<file path="src/rtl/bitty_pkg.sv">
// bitty_pkg: shared state encoding, instruction format/condition codes and helpers for the bitty sequencer
package bitty_pkg;
    typedef enum logic [2:0] {
        S_IDLE,
        S_FETCH,
        S_EXEC,
        S_WAIT_DONE,
        S_BRANCH,
        S_HALT
    } state_t;
    localparam logic [1:0] FMT_REG = 2'b00;
    localparam logic [1:0] FMT_IMM = 2'b01;
    localparam logic [1:0] FMT_BR = 2'b10;
    localparam logic [1:0] COND_EQ = 2'b00;
    localparam logic [1:0] COND_GT = 2'b01;
    localparam logic [1:0] COND_LT = 2'b10;
    localparam logic [1:0] COND_AL = 2'b11;
    localparam logic [15:0] HALT_WORD = 16'hFFFF;
    function automatic logic [15:0] sat_inc(input logic [15:0] v);
        return v == 16'hFFFF ? v : v + 16'd1;
    endfunction
endpackage

</file>
<file path="src/rtl/branch_eval.sv">
// branch_eval: combinational branch decision; cond selects eq/gt/lt/always against flags {lt,gt,eq}, taken is the result
module branch_eval
    import bitty_pkg::*;
(
    input  logic [1:0] cond,
    input  logic [2:0] flags,
    output logic       taken
);
    always_comb taken = cond == COND_EQ ? flags[0] :
                        cond == COND_GT ? flags[1] :
                        cond == COND_LT ? flags[2] : 1'b1;
endmodule

</file>
<file path="src/rtl/bitty_sequencer.sv">
// bitty_sequencer: fetch/launch/branch sequencer; clk/reset(async low), start, mem_* fetch port, d_inst/run/done CPU handshake, flags for branches, pc/busy/halted/fault/inst_count status
module bitty_sequencer
    import bitty_pkg::*;
#(
    parameter int ADDR_W = 8,
    parameter int MEM_TIMEOUT = 15
) (
    input  logic              clk,
    input  logic              reset,
    input  logic              start,
    output logic              mem_rd_en,
    output logic [ADDR_W-1:0] mem_addr,
    input  logic [15:0]       mem_rdata,
    input  logic              mem_valid,
    output logic [15:0]       d_inst,
    output logic              run,
    input  logic              done,
    input  logic [2:0]        flags,
    output logic [ADDR_W-1:0] pc,
    output logic              busy,
    output logic              halted,
    output logic              fault,
    output logic [15:0]       inst_count
);
    localparam int TW = $clog2(MEM_TIMEOUT + 1);
    state_t state;
    logic [TW-1:0] tcnt;
    logic taken;
    logic [ADDR_W-1:0] target;
    logic [ADDR_W-1:0] pc_next;
    branch_eval u_branch_eval (
        .cond (d_inst[3:2]),
        .flags(flags),
        .taken(taken)
    );
    assign target = ADDR_W'(d_inst[11:4]);
    assign pc_next = pc + ADDR_W'(1);
    assign mem_addr = pc;
    assign busy = state != S_IDLE && state != S_HALT;
    assign halted = state == S_HALT;
    always_ff @(posedge clk or negedge reset) begin
        if (!reset) begin
            state <= S_IDLE;
            pc <= '0;
            d_inst <= '0;
            run <= 1'b0;
            mem_rd_en <= 1'b0;
            fault <= 1'b0;
            inst_count <= '0;
            tcnt <= '0;
        end else begin
            run <= 1'b0;
            case (state)
                S_IDLE, S_HALT: if (start) begin
                    pc <= '0;
                    mem_rd_en <= 1'b1;
                    tcnt <= '0;
                    state <= S_FETCH;
                end
                S_FETCH: if (mem_valid) begin
                    d_inst <= mem_rdata;
                    mem_rd_en <= 1'b0;
                    if (mem_rdata == HALT_WORD) begin
                        state <= S_HALT;
                    end else if (mem_rdata[1:0] == FMT_BR) begin
                        state <= S_BRANCH;
                    end else begin
                        // run is raised here so it appears one cycle after mem_valid
                        run <= 1'b1;
                        state <= S_EXEC;
                    end
                end else if (tcnt == TW'(MEM_TIMEOUT - 1)) begin
                    fault <= 1'b1;
                    mem_rd_en <= 1'b0;
                    state <= S_HALT;
                end else begin
                    tcnt <= tcnt + TW'(1);
                end
                S_EXEC: state <= S_WAIT_DONE;
                S_WAIT_DONE: if (done) begin
                    pc <= pc_next;
                    inst_count <= sat_inc(inst_count);
                    mem_rd_en <= 1'b1;
                    tcnt <= '0;
                    state <= S_FETCH;
                end
                S_BRANCH: begin
                    pc <= taken ? target : pc_next;
                    inst_count <= sat_inc(inst_count);
                    mem_rd_en <= 1'b1;
                    tcnt <= '0;
                    state <= S_FETCH;
                end
                default: state <= S_IDLE;
            endcase
        end
    end
endmodule

</file>
<file path="config.mk">
export PLATFORM = sky130hd
export DESIGN_NAME = bitty_sequencer
export DESIGN_NICKNAME = d
export VERILOG_FILES = /design/src/rtl/bitty_pkg.sv /design/src/rtl/branch_eval.sv /design/src/rtl/bitty_sequencer.sv
export SDC_FILE = /design/constraint.sdc
export NUM_CORES = 1
export LEC_CHECK = 0
export BUFFER_PORTS_ARGS = -buffer_cell sky130_fd_sc_hd__buf_2
export CAP_MARGIN = 25
export CORE_MARGIN = 3
export CORE_UTILIZATION = 55
export CTS_CLUSTER_DIAMETER = 50
export DETAILED_ROUTE_END_ITERATION = 8
export GPL_TIMING_DRIVEN = 0
export PLACE_DENSITY = 0.87
export SETUP_SLACK_MARGIN = 0.02
export SYNTH_ARGS = -nofsm -noshare
export SYNTH_HDL_FRONTEND = slang
export SYNTH_SLANG_ARGS = --single-unit
</file>
<file path="constraint.sdc">
create_clock -name clk -period 4.8 [get_ports clk]
set_input_delay 0.24 -clock clk [delete_from_list [all_inputs] [get_ports clk]]
set_output_delay 0.24 -clock clk [all_outputs]
set_load 0.01 [all_outputs]
</file>
# --- Word-level counts from Yosys, hierarchy flattened ---
# Cells that the tools add are included.
op_classes:
  n_addsub: 3
  eq_ne: 17
  muxes: 31
  bitwise: 1
  reduce_logical: 15
ops:
  columns: ["operator", "n"]
  rows:
  - ["16-bit == test (second input constant)", 2]
  - ["16-bit 2-to-1 mux", 2]
  - ["16-bit one-hot mux with 2 select lines", 1]
  - ["8-bit 2-to-1 mux", 3]
  - ["8-bit one-hot mux with 3 select lines", 1]
  - ["3-bit 2-to-1 mux", 6]
  - ["16-bit by 1-bit adder with 16-bit output (second input constant)", 1]
  - ["4-bit 2-to-1 mux", 4]
  - ["4-bit one-hot mux with 4 select lines", 1]
  - ["3-bit one-hot mux with 5 select lines", 1]
  - ["1-bit 2-to-1 mux", 11]
  - ["3-bit AND reduction", 3]
  - ["8-bit by 1-bit adder with 8-bit output (second input constant)", 1]
  - ["2-bit inequality test (second input constant)", 4]
  - ["3-bit by 2-bit == test with 1-bit output (second input constant)", 2]
  - ["3-bit == test (second input constant)", 2]
  - ["3-bit inequality test (second input constant)", 2]
  - ["3-bit nonzero test", 2]
  - ["5-bit AND reduction", 1]
  - ["4-bit by 1-bit adder with 4-bit output (second input constant)", 1]
  - ["2-bit == test (second input constant)", 2]
  - ["4-bit == test (second input constant)", 1]
  - ["1-bit one-hot mux with 4 select lines", 1]
  - ["2-bit AND reduction", 2]
  - ["10 further kinds", 10]
totals:
  reg_bits: 50
  in_bits: 24
  output_inout_bits: 53

# --- Longest topological paths before layout ---
# Gate-level depths: netlist of the first run.
logic_depth:
  ltp_word: 6
  ltp_mapped: 7
  ltp_nobuf: 7

# --- Cells and area by module ---
# A second synthesis of the first run with hierarchy kept.
unflattened:
  cells_unflattened: 246
  area_unflattened_um2: 2563.7
modules_own_cells:
  columns: ["mod", "n_inst", "cells_each", "area_each_um2"]
  rows:
  - ["bitty_sequencer", 1, 243, 2539.9]
  - ["branch_eval", 1, 3, 23.8]

# --- Least setup slack after synthesis of the first run ---
# No wires, ideal clock.
synth_timing:
  kind: "register to register"
  from: "register inst_count[8]"
  to: "register inst_count[5]"
  setup_time_ns: 0.126
  arrival_ns: 1.643
  setup_slack_ns: 3.031
  path_stages_with_launch: 7
  path_buffers: 1
  cell_sequence: "dfrtp_1 -> and4_1 -> buf_2 -> nor4b_2 -> a21boi_4 -> or3b_1 -> xnor2_1"
synth_between:
  elab_chain_cells: 4
synth_lines:
  columns: ["element", "line", "source"]
  rows:
  - ["start: declaration", "bitty_sequencer.sv:23", "output logic [15:0] inst_count"]
  - ["start signal: assignment", "bitty_sequencer.sv:82", "inst_count <= sat_inc(inst_count);"]
  - ["start signal: assignment", "bitty_sequencer.sv:89", "inst_count <= sat_inc(inst_count);"]
  - ["16-bit == test (*)", "bitty_pkg.sv:20", "return v == 16'hFFFF ? v : v + 16'd1;"]
  - ["16-bit 2-to-1 mux (*)", null, null]
  - ["16-bit 2-to-1 mux", null, null]
  - ["16-bit one-hot mux with 2 select lines (*)", null, null]
# Every way passes the cells marked *; elsewhere a longest branch is shown, timed or not. The select of a mux whose other input is x is not followed.
# A chain may end at the register's enable or synchronous reset.

# --- Worst setup path after layout of the first run ---
layout_timing:
  from: "register tcnt[0]"
  to: "register tcnt[3]"
layout_between:
  elab_chain_cells: 4
  word_cells_on_any_way: 7
  cone_classes: "add/sub (1); eq/ne (2); mux (3); reduce/logical (1)"
layout_lines:
  columns: ["element", "line", "source"]
  rows:
  - ["start: declaration", "bitty_sequencer.sv:27", "logic [TW-1:0] tcnt;"]
  - ["start signal: assignment", "bitty_sequencer.sv:77", "tcnt <= tcnt + TW'(1);"]
  - ["4-bit by 1-bit adder with 4-bit output", "bitty_sequencer.sv:77", null]
  - ["4-bit 2-to-1 mux", "bitty_sequencer.sv:72", "end else if (tcnt == TW'(MEM_TIMEOUT - 1)) begin"]
  - ["4-bit 2-to-1 mux", "bitty_sequencer.sv:60", "S_FETCH: if (mem_valid) begin"]
  - ["4-bit one-hot mux with 4 select lines", "bitty_sequencer.sv:53", "case (state)"]
# Parallel ways exist; a longest one is shown, timed or not. The select of a mux whose other input is x is not followed.

==> flow_summary.toml, run 1 <==
[synthesis]
ys_seq_area_share_pct = 48.1
ys_types = 55
syn_area_um2 = 2600
syn_avg_cell_area_um2 = 10.5
synthCells = 248
syn_nets = 276
async_flop_share_pct = 100
ys_ff_latch = 50
ys_warn_count = 0
ys.flop_type = "dfrtp_1"
synth-edff-count = 0

[detailed_routing]
dr.first_iter.drc_count = 83
wl_per_cell_um = 15.4
avgViaCountPerCell = 5.83
num_vias = 2251
routed_wl_mm = 5.95
antenna_left = 0
drtPass1Iterations = 4
drc_errors = 0

[global_routing]
grt_antenna_before_repair = 0
overflow = 0
grt_use_total_pct = 22.2
grt_max_degree = 34
grt_first_pass_wirelength_mm = 9.63
first_global_vias = 2116

[cells_and_area]
synthToLayoutAreaGrowth_pct = 22.3
final_cell_mix = "81 x buf_2, 50 x dfrtp_1, 16 x nor2_1, 14 x nand3_1, 13 x nand2_1"
drive_gt1_share_pct = 32.6
design_area_um2 = 3190
fillers = 335
multi_input_area_um2 = 1220
layout.nets = 361
num_antenna_cells = 0
seqCellArea_um2 = 1250
final_util_pct = 71.2
final_common_cell = "buf_2"

[clock_network]
cts_inserted_buffers = 5
cts_tree = "done"
cts_setup_buffers = 0
clkSlewWorstSetupHoldPaths_ns = 0.09
insertion_delay_ns = 0.30
cts_resized = 0
cts_hold_buf = 1
clockBufferDepth = 2
cts_sinks = 50
htreeDepth = 2
cts-root-buf = "clkbuf_8"

[sta]
setup_viol = 0
fin_worst_skew_ns = 0.00938
maxSlewViolCount = 0
fmax_mhz = 496
setup_tns_ns = 0
hold_viol = 0
maxSlewHeadroom_pct = 48.8
fin_crit_ns = 2.02
rsz0062_at_grt = "false"
fin_ws_ns = 2.78
fin_crit_sh_pct = 42.0
worstMarginPinSlew_ns = 0.769

[job]
drv_cap = 0

[placed_design]
place.gp.congestion = 0.835
dpl_worst_slack_ns = 2.85
hpwlAfterDp_mm = 4.55
postPlaceCellArea_um2 = 3070
io_buffers = 76

[setup_path]
crit_type = "flip-flop to flip-flop"
crit_path_start_kind = "flip-flop"
slowest_stage = "a31oi_1"
worstPathArrival_ns = 2.23
path_cells = "inv_1, ha_1, a31oi_1, o21ai_1, or3_1, a21oi_1"
required_ns = 5.01
cpPeakStageDelay_ns = 0.45
cp_max_fo = 6
cp-end-kind = "flip-flop"

[floorplanning]
fp-row-count = 24
fp.coreArea_um2 = 4470
die_w_um = 74.8
dieArea_um2 = 5600
ioPinCount = 77
start_util_pct = 58.2
dieHeight_um = 74.8

[pwr]
internal_power_mw = 1.11
swShare_pct = 39.7
vdd_ir_drop_max_v = 0.000370
clkPwrFrac_pct = 15.8
seqPwrFrac_pct = 39.5
power.leakage_nw = 1.54
power_density_nw_per_um2 = 575
power_frac_comb_pct = 44.7
switchingPower_mw = 0.727

[run_status]
status = "finished clean"

[worst_hold_path]
holdCritPathClass = "input port to flip-flop"
-- stage by stage --
step / hold WS [ns] / power [mW] / std cells
floorplan: -0.0556 / 1.23 / 248
global placement: 0.442 / 1.52 / 376
detailed placement: 0.205 / 1.55 / 377
CTS: 0.152 / 1.84 / 386
global route: 0.164 / 1.97 / 386
finish: 0.148 / 1.83 / 386
-- registers in the layout, indices dropped and copies added, names as in the netlist --
signal	cells
d_inst	16
inst_count	16
mem_addr	8
tcnt	4
state	3
fault	1
mem_rd_en	1
run	1
-- cell usage after synthesis, drive strengths merged (2+ instances only) --
| cell type | number | area share [%] |
|---|---|---|
| o221ai | 2 | 0.67 |
| nand3 | 14 | 2.7 |
| nand2b | 9 | 2.2 |
| o311ai | 4 | 1.3 |
| dfrtp | 50 | 48 |
| and4 | 2 | 0.67 |
| o21ai | 15 | 3.0 |
| a211oi | 2 | 0.58 |
| buf | 13 | 3.3 |
| or3 | 2 | 0.48 |
| clkbuf | 2 | 0.29 |
| and3 | 9 | 2.2 |
| inv | 10 | 1.4 |
| a21oi | 7 | 1.3 |
| xnor2 | 11 | 3.7 |
| a31oi | 3 | 0.72 |
| a21boi | 2 | 1.0 |
| o31ai | 2 | 0.58 |
| nand2 | 13 | 1.9 |
| nor2 | 16 | 2.3 |
| mux2 | 16 | 6.9 |
| xor2 | 4 | 1.3 |
| o22a | 2 | 0.67 |
| nand4 | 9 | 2.2 |
| ha | 4 | 1.9 |
| a21o | 2 | 0.58 |
-- power groups by stage --
stage / combinational [mW] / clock (mW) / sequential (mW)
3_3_place_gp: 0.797 / 0 / 0.721
5_1_grt: 0.910 / 0.313 / 0.747
6_report: 0.818 / 0.290 / 0.723
3_5_place_dp: 0.821 / 0 / 0.728
4_1_cts: 0.827 / 0.296 / 0.721
2_1_floorplan: 0.471 / 0 / 0.764
-- critical path: cells and delay by family (launching register included) --
kind            cells  cell delay [ns]
compound gates      3             0.86
fa+ha+maj           1             0.21
buf+inv             1             0.08
flops               1             0.39
simple gates        1             0.39
-- metal layers --
layer	GRT usage, %	up-vias	part of all wire (%)
met5	0	-	0
met4	5.73	0	0.92
met3	5.61	6	7.3
met2	37.1	90	49
met1	29.0	1076	43
li1	-	1079	-
-- layout make-up --
| cell class | instances | area share, % |
|---|---|---|
| Inverter | 10 | 1.18 |
| Multi-Input combinational cell | 173 | 38.4 |
| Clock inverter | 1 | 0.943 |
| Timing Repair Buffer | 78 | 12.9 |
| Clock buffer | 7 | 2.40 |
| Buffer | 15 | 2.91 |
| Sequential cell | 50 | 39.3 |
| Tap cell | 52 | 2.04 |
-- path summary, 6_finish.rpt --
| path | from | slack, ns | cells after the start | to |
|---|---|---|---|---|
| worst max-delay path | tcnt[0]$_DFFE_PN0P_ | 2.78 | 6 | tcnt[3]$_DFFE_PN0P_ |
| worst min-delay path | mem_rdata[8] | 0.15 | 3 | d_inst[8]$_DFFE_PN0P_ |
| worst max register to register | tcnt[0]$_DFFE_PN0P_ | 2.78 | 6 | tcnt[3]$_DFFE_PN0P_ |
| worst min register to register | fault$_DFFE_PN0P_ | 0.47 | 2 | fault$_DFFE_PN0P_ |
| max in group asynchronous | reset | 3.87 | 3 | state[1]$_DFFE_PN0P_ |
| min in group asynchronous | reset | 0.41 | 2 | inst_count[10]$_DFFE_PN0P_ |
-- kinds of logic (layout without fill, tap and decap cells) --
group	Yosys count	count (layout)	share of synthesized area, %
AOI/OAI and AO/OA	54	54	15.0
xor gates and xnor gates	15	15	5.05
DFF	50	50	48.1
buffers and inverters	25	111	5.00
muxes	16	16	6.92
adders and majority gates	4	4	1.92
and+or+nand+nor	84	84	18.1
(Power assumes the default switching activity.)
==> run 2: changes to the inputs <==
--- a/config.mk
+++ b/config.mk
@@ -8,11 +8,11 @@
 export BUFFER_PORTS_ARGS = -buffer_cell sky130_fd_sc_hd__buf_2
 export CAP_MARGIN = 25
 export CORE_MARGIN = 3
-export CORE_UTILIZATION = 55
+export CORE_UTILIZATION = 51
 export CTS_CLUSTER_DIAMETER = 50
 export DETAILED_ROUTE_END_ITERATION = 8
 export GPL_TIMING_DRIVEN = 0
-export PLACE_DENSITY = 0.87
+export PLACE_DENSITY = 0.82
 export SETUP_SLACK_MARGIN = 0.02
 export SYNTH_ARGS = -nofsm -noshare
 export SYNTH_HDL_FRONTEND = slang
==> constraint.sdc (replaced) <==
create_clock -name clk -period 1.9 [get_ports clk]
set_input_delay 0.095 -clock clk [delete_from_list [all_inputs] [get_ports clk]]
set_output_delay 0.095 -clock clk [all_outputs]
set_load 0.01 [all_outputs]
==> flow_summary.toml, run 2 (synthesis gave the netlist of run 1 again) <==
[run_status]
status = "finished clean"

[sta]
fmax_mhz = 541
fin_crit_ns = 1.85
maxSlewViolCount = 0
setup_viol = 0
hold_ws_ns = 0.00746
hold_viol = 0
fin_crit_sh_pct = 97.4
fin_worst_skew_ns = 0.00250
worstMarginPinSlew_ns = 0.493
maxSlewHeadroom_pct = 67.2

[pwr]
power_density_nw_per_um2 = 1470
power.leakage_nw = 1.62
vdd_ir_drop_max_v = 0.000869
finalPower_mw = 4.96

[detailed_routing]
drc_errors = 0
drtPass1Iterations = 4
avgViaCountPerCell = 5.59
num_vias = 2274
routed_wl_mm = 6.22
antenna_left = 0
dr.first_iter.drc_count = 148
wl_per_cell_um = 15.3

[clock_network]
clockBufferDepth = 2
cts-root-buf = "clkbuf_8"
insertion_delay_ns = 0.30
cts_sinks = 50
clkSlewWorstSetupHoldPaths_ns = 0.09
cts_inserted_buffers = 5
cts_tree = "done"
htreeDepth = 2

[floorplanning]
fp.coreArea_um2 = 4820
die_w_um = 77.5
fp-row-count = 25
start_util_pct = 54.1
ioPinCount = 77
dieHeight_um = 77.5
dieArea_um2 = 6000

[worst_hold_path]
holdCritPathClass = "input port to flip-flop"
min_from = "mem_rdata[7]"
min_to = "d_inst[7]$_DFFE_PN0P_"
hold_depth = 3

[cells_and_area]
final_util_pct = 70.0
fin_cells = 407
design_area_um2 = 3370
seqCellArea_um2 = 1250
num_antenna_cells = 0
synthToLayoutAreaGrowth_pct = 29.5
drive_gt1_share_pct = 36.8
final_cell_mix = "80 x buf_2, 49 x dfrtp_1, 16 x nor2_1, 14 x nand3_1, 14 x buf_4"
multi_input_area_um2 = 1300
final_common_cell = "buf_2"
fillers = 382
layout.nets = 367

[global_routing]
busiest_layer = "met2"
grt_max_degree = 33
grt_antenna_before_repair = 0
grtUsageMet1_pct = 26.8
overflow = 0
use_met2_pct = 32.6
first_global_vias = 2058
met3_usage_pct = 4.06
grt_first_pass_wirelength_mm = 9.58
grt_use_total_pct = 19.6

[setup_path]
r2r_end = "inst_count[5]$_DFFE_PN0P_"
cp_max_fo = 10
cp-end-kind = "flip-flop"
r2r-start = "state[2]$_DFFE_PN0P_"
worstPathArrival_ns = 2.04
crit_path_start_kind = "flip-flop"
r2r_slack_ns = 0.05
crit_type = "flip-flop to flip-flop"
r2r_cells = 6
required_ns = 2.09

[placed_design]
place.gp.congestion = 0.889
postPlaceCellArea_um2 = 3090
hpwlAfterDp_mm = 4.45
io_buffers = 76
placedCellCount = 392

[job]
drv_cap = 0
## run 2: cell types whose count changed in the layout (fill, tap and decap cells not counted), sizes merged
cell,change
bufinv,+1
buf,+5
## run 2: layer usage
metal | part of all wire [%] | wire length, um
met2 | 49 | 3060
met4 | 0.98 | 61
met5 | 0 | 0
met1 | 44 | 2740
met3 | 5.9 | 368
## run 2: critical path, cell delays in order (launching register included)
cell and delay, ns:
dfrtp_1 0.40, clkbuf_4 0.19, nand4b_1 0.25, o21ai_2 0.14
a21boi_4 0.23, or3b_1 0.39, xnor2_1 0.14
## run 2: area by class of cell
class                   instances  area share, %
inverters                      10           1.11
repair buffers                 84           13.5
clock buffers                   6           2.45
multi-input cells             173           38.7
well taps                      67           2.49
clock inverters                 2           1.78
flip-flops and latches         50           37.1
plain buffers                  15           2.86
## run 2: timing repair
action,CTS,global route
endpoints found under the setup margin,10,24
hold buffers,1,0
pin swaps,0,3
gates resized for setup,3,13
endpoints found under the hold margin,18,0
buffers inserted,2,4
## run 2: worst max-delay path by stage
stage | depth (start not counted) | slack (ns) | start | to
detailed placement | 4 | -0.03 | state[1]$_DFFE_PN0P_ | mem_addr[7]$_DFFE_PN0P_
finish | 6 | 0.05 | state[2]$_DFFE_PN0P_ | inst_count[5]$_DFFE_PN0P_
CTS | 5 | 0.03 | state[1]$_DFFE_PN0P_ | inst_count[5]$_DFFE_PN0P_
floorplan | 6 | 0.13 | inst_count[8]$_DFFE_PN0P_ | inst_count[5]$_DFFE_PN0P_
global route | 7 | -0.05 | inst_count[0]$_DFFE_PN0P_ | inst_count[4]$_DFFE_PN0P_
global placement | 4 | -0.04 | state[1]$_DFFE_PN0P_ | mem_addr[7]$_DFFE_PN0P_
## run 2: report_power, final
part	internal (mW)	total (mW)	leakage (nW)	switching, mW
Combinational	1.03	2.20	0.923	1.18
Clock	0.561	0.918	0.0714	0.356
Sequential	1.45	1.84	0.627	0.393
## run 2: metrics by stage
| stage | worst slack, ns | setup TNS [ns] |
|---|---|---|
| after floorplan | 0.131 | 0 |
| after global placement | -0.0433 | -0.0662 |
| after detailed placement | -0.0282 | -0.0735 |
| after CTS | 0.0274 | 0 |
| after global routing | -0.0473 | -0.0848 |
| final | 0.0502 | 0 |
